[config.mk]
export PLATFORM = sky130hd
export DESIGN_NAME = vga_dither_out
export DESIGN_NICKNAME = d
export VERILOG_FILES = /design/src/rtl/vga_dither_out.sv
export SDC_FILE = /design/constraint.sdc
export NUM_CORES = 1
export LEC_CHECK = 0
export BUFFER_PORTS_ARGS = -buffer_cell sky130_fd_sc_hd__buf_2
export CAP_MARGIN = 20
export CORE_MARGIN = 2
export CORE_UTILIZATION = 58
export DETAILED_ROUTE_END_ITERATION = 10
export HOLD_SLACK_MARGIN = 0.08
export PLACE_DENSITY_LB_ADDON = 0.3
export SLEW_MARGIN = 10
export SYNTH_ARGS = -nofsm -noshare
export SYNTH_HDL_FRONTEND = slang
export SYNTH_SLANG_ARGS = --single-unit
[constraint.sdc]
create_clock -name clk_sys -period 3.4 [get_ports clk_sys]
set_input_delay 0.85 -clock clk_sys [delete_from_list [all_inputs] [get_ports clk_sys]]
set_output_delay 0.85 -clock clk_sys [all_outputs]
set_load 0.02 [all_outputs]
[src/rtl/vga_dither_out.sv]
// Board video output stage: reduces IN_BITS to OUT_BITS per colour with optional 4x4
// ordered or frame-rotated dither; sync and blank travel the same 2-stage ce_pix pipe.

module vga_dither_lane #(
  parameter int IN_BITS  = 8,
  parameter int OUT_BITS = 6
) (
  input  logic                clk_sys,
  input  logic                reset,
  input  logic                ce_pix,
  input  logic [IN_BITS-1:0]  pix_in,
  input  logic [IN_BITS-1:0]  thr_s1,
  input  logic                blank_s1,
  output logic [OUT_BITS-1:0] pix_out
);
  localparam int D = IN_BITS - OUT_BITS;

  logic [IN_BITS-1:0]  pix_s1_q, pix_s1_d;
  logic [OUT_BITS-1:0] out_q, out_d;
  logic [IN_BITS:0]    sum;

  always_comb begin
    pix_s1_d = ce_pix ? pix_in : pix_s1_q;
    sum      = {1'b0, pix_s1_q} + {1'b0, thr_s1};
    out_d    = out_q;
    if (ce_pix) begin
      // carry out means the threshold pushed past full scale: clamp, never wrap
      if (blank_s1)          out_d = '0;
      else if (sum[IN_BITS]) out_d = '1;
      else                   out_d = sum[IN_BITS-1:D];
    end
  end

  always_ff @(posedge clk_sys or posedge reset) begin
    if (reset) begin
      pix_s1_q <= '0;
      out_q    <= '0;
    end else begin
      pix_s1_q <= pix_s1_d;
      out_q    <= out_d;
    end
  end

  assign pix_out = out_q;
endmodule

module vga_dither_out #(
  parameter int IN_BITS     = 8,
  parameter int OUT_BITS    = 6,
  parameter int DITHER_MODE = 1
) (
  input  logic                clk_sys,
  input  logic                reset,
  input  logic                ce_pix,
  input  logic                dith_en,
  input  logic [IN_BITS-1:0]  r_in,
  input  logic [IN_BITS-1:0]  g_in,
  input  logic [IN_BITS-1:0]  b_in,
  input  logic                hs_in,
  input  logic                vs_in,
  input  logic                hblank,
  input  logic                vblank,
  output logic [OUT_BITS-1:0] VGA_R,
  output logic [OUT_BITS-1:0] VGA_G,
  output logic [OUT_BITS-1:0] VGA_B,
  output logic                VGA_HS,
  output logic                VGA_VS,
  output logic                de_out
);
  localparam int NUM_LANES = 3;
  localparam int STAGES    = 2;
  localparam int D         = IN_BITS - OUT_BITS;
  localparam bit TEMPORAL  = (DITHER_MODE == 2);

  typedef struct packed {
    logic hs;
    logic vs;
  } sync_t;

  sync_t [STAGES:1]   sync_pipe_q, sync_pipe_d;
  logic  [STAGES:1]   vld_pipe_q, vld_pipe_d;
  logic  [1:0]        x_q, x_d, y_q, y_d, frame_q, frame_d;
  logic               hs_prev_q, hs_prev_d, vs_prev_q, vs_prev_d;
  logic [IN_BITS-1:0] thr_q, thr_d, thr_raw;
  logic [1:0]         row, col;
  logic [3:0]         bayer_v;
  logic               hs_rise, vs_rise, dith_on, blank_s1;

  function automatic logic [3:0] bayer(input logic [1:0] r, input logic [1:0] c);
    case ({r, c})
      4'h0: return 4'd0;   4'h1: return 4'd8;   4'h2: return 4'd2;   4'h3: return 4'd10;
      4'h4: return 4'd12;  4'h5: return 4'd4;   4'h6: return 4'd14;  4'h7: return 4'd6;
      4'h8: return 4'd3;   4'h9: return 4'd11;  4'hA: return 4'd1;   4'hB: return 4'd9;
      4'hC: return 4'd15;  4'hD: return 4'd7;   4'hE: return 4'd13;  default: return 4'd5;
    endcase
  endfunction

  assign hs_rise = hs_in & ~hs_prev_q;
  assign vs_rise = vs_in & ~vs_prev_q;
  assign dith_on = dith_en && (DITHER_MODE != 0) && (D != 0);

  // temporal mode shifts the tile origin each frame so the pattern averages out
  assign col     = TEMPORAL ? (x_q ^ {1'b0, frame_q[0]}) : x_q;
  assign row     = TEMPORAL ? (y_q ^ {1'b0, frame_q[1]}) : y_q;
  assign bayer_v = bayer(row, col);

  generate
    if (D >= 4) begin : g_thr_shl
      assign thr_raw = IN_BITS'(bayer_v) << (D - 4);
    end else begin : g_thr_shr
      assign thr_raw = IN_BITS'(bayer_v >> (4 - D));
    end
  endgenerate

  always_comb begin
    x_d         = x_q;
    y_d         = y_q;
    frame_d     = frame_q;
    hs_prev_d   = hs_prev_q;
    vs_prev_d   = vs_prev_q;
    thr_d       = thr_q;
    sync_pipe_d = sync_pipe_q;
    vld_pipe_d  = vld_pipe_q;
    if (ce_pix) begin
      hs_prev_d = hs_in;
      vs_prev_d = vs_in;
      x_d       = hs_rise ? 2'd0 : x_q + 2'd1;
      if (vs_rise)      y_d = 2'd0;
      else if (hs_rise) y_d = y_q + 2'd1;
      if (TEMPORAL && vs_rise) frame_d = frame_q + 2'd1;
      thr_d = dith_on ? thr_raw : '0;
      for (int s = STAGES; s > 1; s--) begin
        sync_pipe_d[s] = sync_pipe_q[s-1];
        vld_pipe_d[s]  = vld_pipe_q[s-1];
      end
      sync_pipe_d[1].hs = hs_in;
      sync_pipe_d[1].vs = vs_in;
      vld_pipe_d[1]     = ~(hblank | vblank);
    end
  end

  always_ff @(posedge clk_sys or posedge reset) begin
    if (reset) begin
      x_q         <= '0;
      y_q         <= '0;
      frame_q     <= '0;
      hs_prev_q   <= 1'b0;
      vs_prev_q   <= 1'b0;
      thr_q       <= '0;
      sync_pipe_q <= '1;
      vld_pipe_q  <= '0;
    end else begin
      x_q         <= x_d;
      y_q         <= y_d;
      frame_q     <= frame_d;
      hs_prev_q   <= hs_prev_d;
      vs_prev_q   <= vs_prev_d;
      thr_q       <= thr_d;
      sync_pipe_q <= sync_pipe_d;
      vld_pipe_q  <= vld_pipe_d;
    end
  end

  logic [NUM_LANES-1:0][IN_BITS-1:0]  lane_in;
  logic [NUM_LANES-1:0][OUT_BITS-1:0] lane_out;

  assign lane_in  = {b_in, g_in, r_in};
  assign blank_s1 = ~vld_pipe_q[1];

  generate
    for (genvar l = 0; l < NUM_LANES; l++) begin : g_lane
      vga_dither_lane #(.IN_BITS(IN_BITS), .OUT_BITS(OUT_BITS)) u_lane (
        .clk_sys  (clk_sys),
        .reset    (reset),
        .ce_pix   (ce_pix),
        .pix_in   (lane_in[l]),
        .thr_s1   (thr_q),
        .blank_s1 (blank_s1),
        .pix_out  (lane_out[l])
      );
    end
  endgenerate

  assign VGA_R  = lane_out[0];
  assign VGA_G  = lane_out[1];
  assign VGA_B  = lane_out[2];
  assign VGA_HS = sync_pipe_q[STAGES].hs;
  assign VGA_VS = sync_pipe_q[STAGES].vs;
  assign de_out = vld_pipe_q[STAGES];
endmodule

-- After elaboration in Yosys (flattened, before gate mapping)
Memories as Yosys holds them, arrays and structs flattened.
Cells that the tools add are included.
- bits in read-only memories: 64
- memories: 1
- register bits: 62
- word-level logic and storage cells: 40
- output and inout port bits: 21
- input bits: 32
- memories (name ; depth ; width ; read ports ; clocked after Yosys merged registers in ; wr ports ; RTL line ; source):
    (no name shown) ; 16 ; 4 ; 1 ; 0 ; 0 ; 90 ; case ({r, c})
- reductions and logical operators: 2
- add/sub/neg operators: 5
- mux-type cells: 10
- bitwise logic cells: 6
- operator list (operator ; count):
    $mux 6 ; 6
    $add 8x8->9 ; 3
    $mux 2 ; 4
    $add 2x1->2 const B ; 2
    $not 1->1 ; 3
    $and 1x1->1 ; 2
    $reduce_and 2->1 ; 1
    $reduce_bool 2->1 ; 1
    $or 1x1->1 ; 1

-- Longest topological paths before layout
- word-level depth: 4
- depth in mapped cells: 6

-- By module
From an unflattened synthesis, not the netlist that was laid out.
- cells, all modules: 296
- area total of the unflattened synthesis: 3044.2 µm²
- modules (own cells, without submodules) (module ; cells an instance ; area an instance (µm²) ; instances):
    vga_dither_lane ; 83 ; 845.8 ; 3
    vga_dither_out ; 47 ; 506.7 ; 1

-- Least setup slack after synthesis
No wires, ideal clock.
- path type: input port to flip-flop
- from: input port ce_pix
- to: register g_lane[0].u_lane.out_q[4]
- setup slack: 1.694 ns
- stages on the path: 4
- data arrival time: 1.578 ns
- library setup time: 0.128 ns
- data required time: 3.272 ns
- path buffers: 2
- cells stage by stage: buf_2 inv_1 buf_2 o311a_2
- RTL lines (what ; RTL line ; source):
    start, declared ; 54 ; input logic ce_pix,
    end signal, assigned ; 40 ; out_q <= out_d;
    end, declared ; 19 ; logic [OUT_BITS-1:0] out_q, out_d;
No word-level cell between the ends.

-- Worst setup path after layout
- from: register sync_pipe_q (netlist bit VGA_VS)
- to: output port VGA_VS
- RTL lines (what ; RTL line ; source):
    start, declared ; 80 ; sync_t [STAGES:1] sync_pipe_q, sync_pipe_d;
    start signal, assigned ; 159 ; sync_pipe_q <= sync_pipe_d;
    end, declared ; 67 ; output logic VGA_VS,
No word-level cell between the ends.

==> impl_results.md <==
* Status: completed
* Sink Count at 54
* Initial DRC Count at approximately 140
* CP required at approximately 2.6 ns
* Yosys warning count at 0
* Worst slew pin tran at between 0.6 and 0.7 ns
* LEAKAGE at roughly 1.3 nW
* Via density at 5.710
* Largest net degree at the start of global routing at 39
* Avg Cell Area, Syn at 12.31 um2
* Syn Inst Count at 200
* Synth cell count leaders: 50 x dfrtp_1, 27 x mux2_2, 12 x a21oi_1, 12 x o2bb2ai_1, 11 x inv_1
* Row count at 23
* Async S/R FF share, synth at 1.000
* Share of the synthesized area in the top cell type at 0.5084
* Most common flop cell mapped by yosys: dfrtp_1
* Worst vdd ir at approximately 320 uV
* Placement Setup Slack at approximately 1.4 ns
* Post-DRT Antenna Nets at 0
* Slew Viols, Final at 0
* Global placer's final weighted congestion at 0.7669
* Period utilisation layout at 0.5434
* I/O Buffers at between 50 and 60
* Core box area at 0.004029 mm2
* Synthesized net count at roughly 240
* CTS resizes at 0
* Vias in the first global route at around 1,700
* DP HPWL at between 3 and 4 mm
* CP top delay family: flip-flops
* Setup-failing EPs final at 0
* # Max-Cap Violations at 0
* Final hold violation count at 0
* Layout cells sized above 1 at 0.4111
* Sequential area share after synthesis at 0.5511
* Die width at 69.14 um
* Clock H-tree levels at 2
* Max Freq at 0.5412 GHz
* Grt total ovfl at 0
* Worst Setup Slack, final at between 1.5 and 2 ns
* Max FO, Critical Path at 2
* Setup repair bufs after CTS at 0
* Avg WL per Cell at roughly 16 um
* Yosys reg bits at 54
* Critical Path End Type: primary output
* Synthesized cell area at about 0.0025 mm2
* Slowest CP cell: dfstp_2
* Worst-Skew Late Latency at ~0.31 ns
* Antenna violations before repair at 0
* Top-count cell post-synth: dfrtp_1
* Critical Path Source Type: flip-flop
* Final Critical Period at 1.848 ns
* CTS Hold Bufs at 0
* TNS Setup at 0 ns
* Yosys cell types at between 40 and 50
* Total number of vias at about 1,700
* RSZ-0062 raised after global routing: no
* CTS root buf: clkbuf_8
* Final net count at 287
* Total Routing Usage GR at 0.2178
* TritonCTS clock tree: yes
* Initial Util at 0.6109
* Pwr/cell area at between 500 and 600 mW/mm2
* Slew margin rel. at 0.5811
* Layout Skew at 0.007488 ns
* Hold Crit Class: reg2reg
* Total die area at 0.004780 mm2
* Worst Path Buf+Inv at 1
* IO Count at 53
* Setup CP Type: reg2out
* CTS max path bufs at 2
* Vert. Die Dim at between 60 and 70 um
* ANT cells at 0
* Clock Pin Slew Worst Setup and Hold Paths at around 0.09 ns
* Cell taking the most area after synthesis: dfrtp_1
* Area contributors post-synth: dfrtp_1 51%, mux2_2 12%, dfstp_2 4.3%, o2bb2ai_1 4.3%, a21oi_1 2.4%
* First-pass GRT wire length at 8.300 mm
* CTS Buf Count at 5
* CP Cell Sequence: buf_2
* Post-synth EDFFs at 0
* Worst EP arrival at 1.00 ns
* Final routed DRC violation total at 0
* Final WL at 4.750 mm
* First-pass DRT Iterations at 4
* Crit-path max cell delay at ~0.53 ns
* Area growth from synthesis to layout at 15.71%
* Final hold slack at 0.4837 ns
## final cells by class
cell class	instances	area [um2]
clock buffer	7	86.33
tap	50	62.56
multi-input combinational	126	1021
inverter	11	41.29
fill	311	1181
timing repair buffer	54	275.3
sequential	54	1356
clock inverter	1	5.005
## power breakdown
group / total, W / switching [W] / internal [W]
clock: 0.000368 / 0.000204 / 0.000165
sequential: 0.000786 / 0.0000708 / 0.000715
combinational: 0.000282 / 0.000149 / 0.000132
## per-layer routing
| layer | routed length [um] | GRT usage | vias up |
|---|---|---|---|
| li1 | - | - | 835 |
| met1 | 2134 | 0.3004 | 843 |
| met2 | 2364 | 0.3429 | 43 |
| met3 | 182 | 0.04971 | 9 |
| met4 | 70 | 0.07190 | 0 |
| met5 | 0 | 0 | - |
## kinds of logic (layout without fill, tap and decap cells)
kind of cell               count (synthesis)  after routing  share of synthesized area
and+or+nand+nor                           37             37                    0.08846
AOI/OAI and AO/OA                         54             54                     0.1698
adders and majority gates                  3              3                    0.01525
buffers and inverters                     20             73                    0.03406
muxes                                     27             27                     0.1235
xor gates and xnor gates                   5              5                    0.01779
DFF                                       54             54                     0.5511
## placed cells by master, fill, tap and decap left out, types with 2 or more instances in the layout
cell type and instances:
nor2_1 5, nand2_1 10, a31oi_4 2, mux2_2 27, o21ai_0 8, buf_4 2, clkbuf_8 6, dfrtp_1 50
dfstp_2 4, xnor2_1 4, o221ai_1 3, and4_1 2, ha_1 3, a31o_2 3, o2bb2ai_1 12, nand2b_1 2
nor2b_1 2, nor4_1 2, a21o_1 4, a21oi_1 12, inv_1 10, buf_2 52, nand3_1 5, o31ai_1 2
## state kept, by name (all words and copies together) (netlist names)
signal,cells
g_lane.u_lane.pix_s1_q,24
thr_q,2
VGA_HS,1
vld_pipe_q,2
col,1
g_lane.u_lane.pix_out,18
vs_prev_q,1
VGA_VS,1
hs_prev_q,1
row,1
sync_pipe_q,2
## final timing paths
check	startpoint	slack, ns	end	cells past startpoint
hold reg to reg	sync_pipe_q[0]	0.48	sync_pipe_q[0]	2
setup / recovery	VGA_VS	1.55	VGA_VS	1
min in group asynchronous	reset	0.49	g_lane[2].u_lane.pix_s1_q[1]	2
max in group asynchronous	reset	2.11	sync_pipe_q[0]	3
setup reg to reg	thr_q[1]	1.66	g_lane[0].u_lane.pix_out[1]	5
hold / removal	sync_pipe_q[0]	0.48	sync_pipe_q[0]	2
## stage by stage
| stage | util | total power, W | std cells | instance area [um2] |
|---|---|---|---|---|
| final | 0.7068 | 0.001436 | 303 | 2848 |
| after global routing | 0.7068 | 0.001512 | 303 | 2848 |
| after CTS | 0.7068 | 0.001449 | 303 | 2848 |
| after detailed placement | 0.6842 | 0.001082 | 295 | 2756 |
| after global placement | 0.6842 | 0.001069 | 295 | 2756 |
| after floorplan | - | 0.0009942 | 200 | 2461 |
No activity file was read; power rests on OpenSTA's default activity.
